`src/rtl/l2_cache_dm.sv`:
```
// Direct-mapped, write-back, write-allocate L2 cache controller with built-in
// tag/valid/dirty/line storage (registered read port with write-to-read bypass).
module l2_cache_dm #(
  parameter int s_index  = 3,
  parameter int s_offset = 5
) (
  input  logic                          clk,
  input  logic                          rst,
  input  logic                          mem_read,
  input  logic                          mem_write,
  input  logic [31:0]                   mem_address,
  input  logic [8*(2**s_offset)-1:0]    mem_wdata,
  output logic [8*(2**s_offset)-1:0]    mem_rdata,
  output logic                          mem_resp,
  output logic                          pmem_read,
  output logic                          pmem_write,
  output logic [31:0]                   pmem_address,
  output logic [8*(2**s_offset)-1:0]    pmem_wdata,
  input  logic [8*(2**s_offset)-1:0]    pmem_rdata,
  input  logic                          pmem_resp
);
  localparam int num_sets = 2**s_index;
  localparam int line_w   = 8*(2**s_offset);
  localparam int s_tag    = 32 - s_index - s_offset;

  // Handshake: mem_read/mem_write are held by the requester until the single
  // mem_resp pulse; pmem_read/pmem_write are held here until the single pmem_resp pulse.
  typedef enum logic [1:0] {IDLE, COMPARE, WRITEBACK, FILL} state_t;
  state_t state, next_state;

  logic [s_tag-1:0]   req_tag;
  logic [s_index-1:0] req_index;
  logic               unused_offset;

  logic [s_tag-1:0]   lat_tag;
  logic [s_index-1:0] lat_index;
  logic [line_w-1:0]  lat_wdata;
  logic               lat_write;
  logic               latch_en;

  logic               rd_en;
  logic [s_index-1:0] rd_index;
  logic [s_tag-1:0]   rd_tag;
  logic               rd_valid;
  logic               rd_dirty;
  logic [line_w-1:0]  rd_line;

  logic               ld_line, ld_tag, ld_valid, ld_dirty, ld_dirty_val;
  logic [line_w-1:0]  ld_line_data;
  logic               ld_same;
  logic               hit;

  logic [s_tag-1:0]   tag_mem  [num_sets];
  logic [line_w-1:0]  line_mem [num_sets];
  logic [num_sets-1:0] valid_q;
  logic [num_sets-1:0] dirty_q;

  assign req_tag       = mem_address[31:s_offset+s_index];
  assign req_index     = mem_address[s_offset+s_index-1:s_offset];
  assign unused_offset = ^mem_address[s_offset-1:0];
  assign hit           = rd_valid && (rd_tag == lat_tag);
  assign ld_same       = (lat_index == rd_index);
  assign mem_rdata     = rd_line;

  always_comb begin
    next_state   = state;
    latch_en     = 1'b0;
    rd_en        = 1'b0;
    rd_index     = lat_index;
    ld_line      = 1'b0;
    ld_tag       = 1'b0;
    ld_valid     = 1'b0;
    ld_dirty     = 1'b0;
    ld_dirty_val = 1'b0;
    ld_line_data = lat_wdata;
    mem_resp     = 1'b0;
    pmem_read    = 1'b0;
    pmem_write   = 1'b0;
    pmem_address = {lat_tag, lat_index, {s_offset{1'b0}}};
    pmem_wdata   = rd_line;
    case (state)
      IDLE: begin
        if (mem_read || mem_write) begin
          latch_en   = 1'b1;
          rd_en      = 1'b1;
          rd_index   = req_index;
          next_state = COMPARE;
        end
      end
      COMPARE: begin
        if (hit) begin
          mem_resp = 1'b1;
          if (lat_write) begin
            ld_line      = 1'b1;
            ld_dirty     = 1'b1;
            ld_dirty_val = 1'b1;
          end
          next_state = IDLE;
        end else if (rd_valid && rd_dirty) begin
          next_state = WRITEBACK;
        end else begin
          next_state = FILL;
        end
      end
      WRITEBACK: begin
        // Victim tag and line stay in the read registers: no array read happens here.
        pmem_write   = 1'b1;
        pmem_address = {rd_tag, lat_index, {s_offset{1'b0}}};
        if (pmem_resp) begin
          ld_dirty   = 1'b1;
          next_state = FILL;
        end
      end
      FILL: begin
        pmem_read = 1'b1;
        if (pmem_resp) begin
          ld_line      = 1'b1;
          ld_line_data = pmem_rdata;
          ld_tag       = 1'b1;
          ld_valid     = 1'b1;
          ld_dirty     = 1'b1;
          rd_en        = 1'b1;
          next_state   = COMPARE;
        end
      end
      default: next_state = IDLE;
    endcase
  end

  always_ff @(posedge clk or posedge rst) begin
    if (rst) state <= IDLE;
    else     state <= next_state;
  end

  always_ff @(posedge clk or posedge rst) begin
    if (rst) begin
      lat_tag   <= '0;
      lat_index <= '0;
      lat_wdata <= '0;
      lat_write <= 1'b0;
    end else if (latch_en) begin
      lat_tag   <= req_tag;
      lat_index <= req_index;
      lat_wdata <= mem_wdata;
      lat_write <= mem_write;
    end
  end

  always_ff @(posedge clk) begin
    if (ld_line) line_mem[lat_index] <= ld_line_data;
    if (ld_tag)  tag_mem[lat_index]  <= lat_tag;
  end

  always_ff @(posedge clk or posedge rst) begin
    if (rst) begin
      valid_q <= '0;
      dirty_q <= '0;
    end else begin
      if (ld_valid) valid_q[lat_index] <= 1'b1;
      if (ld_dirty) dirty_q[lat_index] <= ld_dirty_val;
    end
  end

  // Registered read port; a same-cycle load to the same set wins (bypass).
  always_ff @(posedge clk or posedge rst) begin
    if (rst) begin
      rd_tag   <= '0;
      rd_valid <= 1'b0;
      rd_dirty <= 1'b0;
      rd_line  <= '0;
    end else if (rd_en) begin
      rd_tag   <= (ld_tag   && ld_same) ? lat_tag      : tag_mem[rd_index];
      rd_valid <= (ld_valid && ld_same) ? 1'b1         : valid_q[rd_index];
      rd_dirty <= (ld_dirty && ld_same) ? ld_dirty_val : dirty_q[rd_index];
      rd_line  <= (ld_line  && ld_same) ? ld_line_data : line_mem[rd_index];
    end
  end
endmodule

```
`config.mk`:
```
export PLATFORM = sky130hd
export DESIGN_NAME = l2_cache_dm
export DESIGN_NICKNAME = d
export VERILOG_FILES = /design/src/rtl/l2_cache_dm.sv
export SDC_FILE = /design/constraint.sdc
export NUM_CORES = 2
export LEC_CHECK = 0
export ABC_AREA = 1
export CAP_MARGIN = 10
export CORE_MARGIN = 4
export CORE_UTILIZATION = 45
export DETAILED_ROUTE_END_ITERATION = 10
export GPL_ROUTABILITY_DRIVEN = 1
export PLACE_DENSITY = 0.75
export RECOVER_POWER = 25
export SYNTH_ARGS = -nofsm -noshare
export SYNTH_HDL_FRONTEND = slang
export SYNTH_SLANG_ARGS = --single-unit
```
`constraint.sdc`:
```
create_clock -name clk -period 21.3 [get_ports clk]
set_clock_uncertainty 0.1 [all_clocks]
set_input_delay 3.195 -clock clk [delete_from_list [all_inputs] [get_ports clk]]
set_output_delay 3.195 -clock clk [all_outputs]
set_load 0.03 [all_outputs]
```
==> qor.yml <==
clock_tree:
  cts_max_level: 5
  postCtsSetupRepairBufs: 0
  clk_pin_slew_ns: 0.06
  cts_resized: 0
  cts_hold_buf: 0
  clock-sinks: 2824
  tritoncts: "yes"
  clockRootBuffer: "clkbuf_16"
  worstSkewPairLatency_ns: 0.86
  clockBufferDepth: 4
  cts_inserted_buffers: 298
global_routing:
  grtUsageTotal: 0.226
  grt_antenna_before_repair: 7
  first_global_vias: 82700
  grt_max_degree: 208
  grt_pass1_wl_um: 491000
  gr-total-overflow: 0
synth:
  async_flop_share: 0.207
  synth.top_cell.area_share: 0.557
  synthFlopType: "edfxtp_1"
  yosysTopAreaCell: "edfxtp_1"
  ys_ff_latch: 2824
  ys_warn_count: 0
  synth_area_per_cell_um2: 10.2
  synth_enable_flop_cells: 2240
  syn_inst: 11800
  yosysMostFrequentCell: "nand2_1"
  ys_seq_area_frac: 0.678
  synth_area_leaders: "edfxtp_1 56%, nand2_1 16%, dfrtp_1 12%"
  synth.distinct_cells: 38
  synth_area_um2: 121000
  synth_common_cells: "4990 x nand2_1, 2240 x edfxtp_1, 1256 x nand3_1"
drt:
  dr.pass1.iters: 6
  top_layer_used: "met5"
  wl_per_cell_um: 20.0
  dr_wl_met3_um: 29800
  postRouteAntennaNets: 0
  wl_met2_um: 152000
  post_drt_via_cell_ratio: 5.34
  routed_wirelength_um: 323000
  first_iter_violations: 8358
  drc_errors: 0
  num_vias: 86300
  wl_met1_um: 130000
critical_path:
  critPathTopFamily: "buffers and inverters"
  cp.arrival_ns: 12.92
  path_cells: "dlygate4sd3_1 -> clkinvlp_2 -> clkbuf_1 -> clkbuf_1 -> buf_4 -> buf_4 -> buf_4"
  worst_path_largest_cell_delay_ns: 2.65
  crit_top_cell: "buf_4"
  path_buf_inv: 7
  worstSetupPathType: "input pin to async pin"
  worstPathRequired_ns: 22.06
  setup.worst_path.end_class: "async pin"
  cp_slowest_cell: "clkinvlp_2"
  critPathLaunchType: "input pin"
  cp_max_fo: 101
power_and_ir_drop:
  powerDensity_nw_per_um2: 159
  p_leak_nw: 58.0
  ir_drop_v: 0.000145
floorplanning:
  rows: 189
  start_util: 0.454
  coreArea_um2: 266000
  die_w_um: 526
  dieArea_um2: 277000
  die_height_um: 526
  io_pins: 1096
timing:
  finalWorstSetupSlack_ns: 9.14
  rsz0062_at_grt: "no"
  report.final.setup_viol: 0
  hold_violations: 0
  slew_headroom: -2.87
  min_period_ns: 12.16
  tightest_slew_ns: 5.78
  fin_crit_sh: 0.571
  drv_slew: 1005
  max_freq_mhz: 82.3
  tns_ns: 0
placed_design:
  portBuffers: 1085
  dpl_worst_slack_ns: 11.37
  gp_congestion: 0.851
  dp.cells: 15600
  hpwl_um: 184000
status:
  status: "complete, but fails checks"
  violations: "max-capacitance violations, max-slew violations"
finish:
  layout.nets: 12900
  fill_cells: 22300
  drive_gt1_frac: 0.0590
  syn2layout_area_growth_pct: 17.3
  layout.cells.non_filler: 16200
hold_path:
  min_path_type: "flop to flop"
run:
  max_cap_violations: 21
tightest hold or removal path, stage by stage, from the launching register on:
cell	delay [ns]
dfrtp_1	0.32
inv_1	0.04
o21ai_0	0.06
where the power goes:
part	leakage [nW]	internal [W]	switching, W
logic	25.9	0.00276	0.00679
registers	27.5	0.00752	0.000519
clock network	4.59	0.00289	0.00212
metal layers:
layer | GRT usage | up-vias
met1 | 0.306 | 41200
met4 | 0.0803 | 4
met3 | 0.0415 | 660
met5 | 0 | -
li1 | - | 40200
met2 | 0.366 | 4184
path summary, 6_finish.rpt:
path,endpoint,slack (ns),start,depth (start not counted)
max reg2reg,mem_rdata[141]$_DFFE_PP0P_,11.86,state[0]$_DFFE_PP0P_,14
min,valid_q[4]$_DFFE_PP0P_,0.36,valid_q[4]$_DFFE_PP0P_,2
min reg2reg,valid_q[4]$_DFFE_PP0P_,0.36,valid_q[4]$_DFFE_PP0P_,2
max,mem_rdata[199]$_DFFE_PP0P_,9.14,rst,7
max in group clk,mem_rdata[141]$_DFFE_PP0P_,9.76,mem_write,13
min in group asynchronous,lat_wdata[47]$_DFFE_PP0P_,4.17,rst,2
layout make-up:
cell class                 instances  area [um2]  area share
sequential                      2824       81900       0.578
inverter                         484        1840      0.0130
multi-input combinational       7551       32000       0.226
clock buffer                     409        8170      0.0577
tap                             3533        4420      0.0312
antenna                            7        17.5    0.000124
clock inverter                   131        1270     0.00896
timing repair buffer            1223       12000      0.0850
cell families (layout without fill, tap and decap cells):
family | count (synthesis) | in the layout | share of synthesized area
xor+xnor | 3 | 3 | 0.000218
compound gates | 957 | 957 | 0.0417
buf+inv | 1458 | 2247 | 0.0582
fa+ha+maj | 5 | 5 | 0.000518
other cells | 1 | 12 | 0.0000310
flops | 2824 | 2824 | 0.678
simple gates | 6581 | 6581 | 0.222
sequential cells by signal (all words and copies together), names as in the netlist:
name,count
lat_write,1
lat_tag,24
rd_tag,24
tag_mem,192
dirty_q,8
valid_q,8
state,2
lat_index,3
mem_rdata,256
rd_dirty,1
line_mem,2048
lat_wdata,256
rd_valid,1
stage by stage:
stage	util	cell area [um2]	hold WS [ns]	power (W)
final	0.532	142000	0.360	0.0226
after detailed placement	0.497	132000	0.345	0.0177
after CTS	0.533	142000	0.359	0.0227
after global placement	0.497	132000	0.335	0.0175
after floorplan	-	121000	0.324	0.0147
after global routing	0.532	142000	0.383	0.0239
cell usage in the layout (no fill, tap or decap), types with 21 or more instances in the layout:
master	instances
nand2_1	4989
edfxtp_1	2240
nand3_1	1256
clkdlybuf4s50_1	704
dfrtp_1	584
o21ai_0	539
inv_1	475
dlygate4sd3_1	381
clkbuf_16	302
a21oi_1	188
or2_2	177
o21ai_1	133
nor2_1	121
buf_4	106
clkbuf_1	102
o211ai_1	61
clkinv_1	40
clkinv_2	40
clkbuf_8	21
Power figures use the tool's default switching activity.
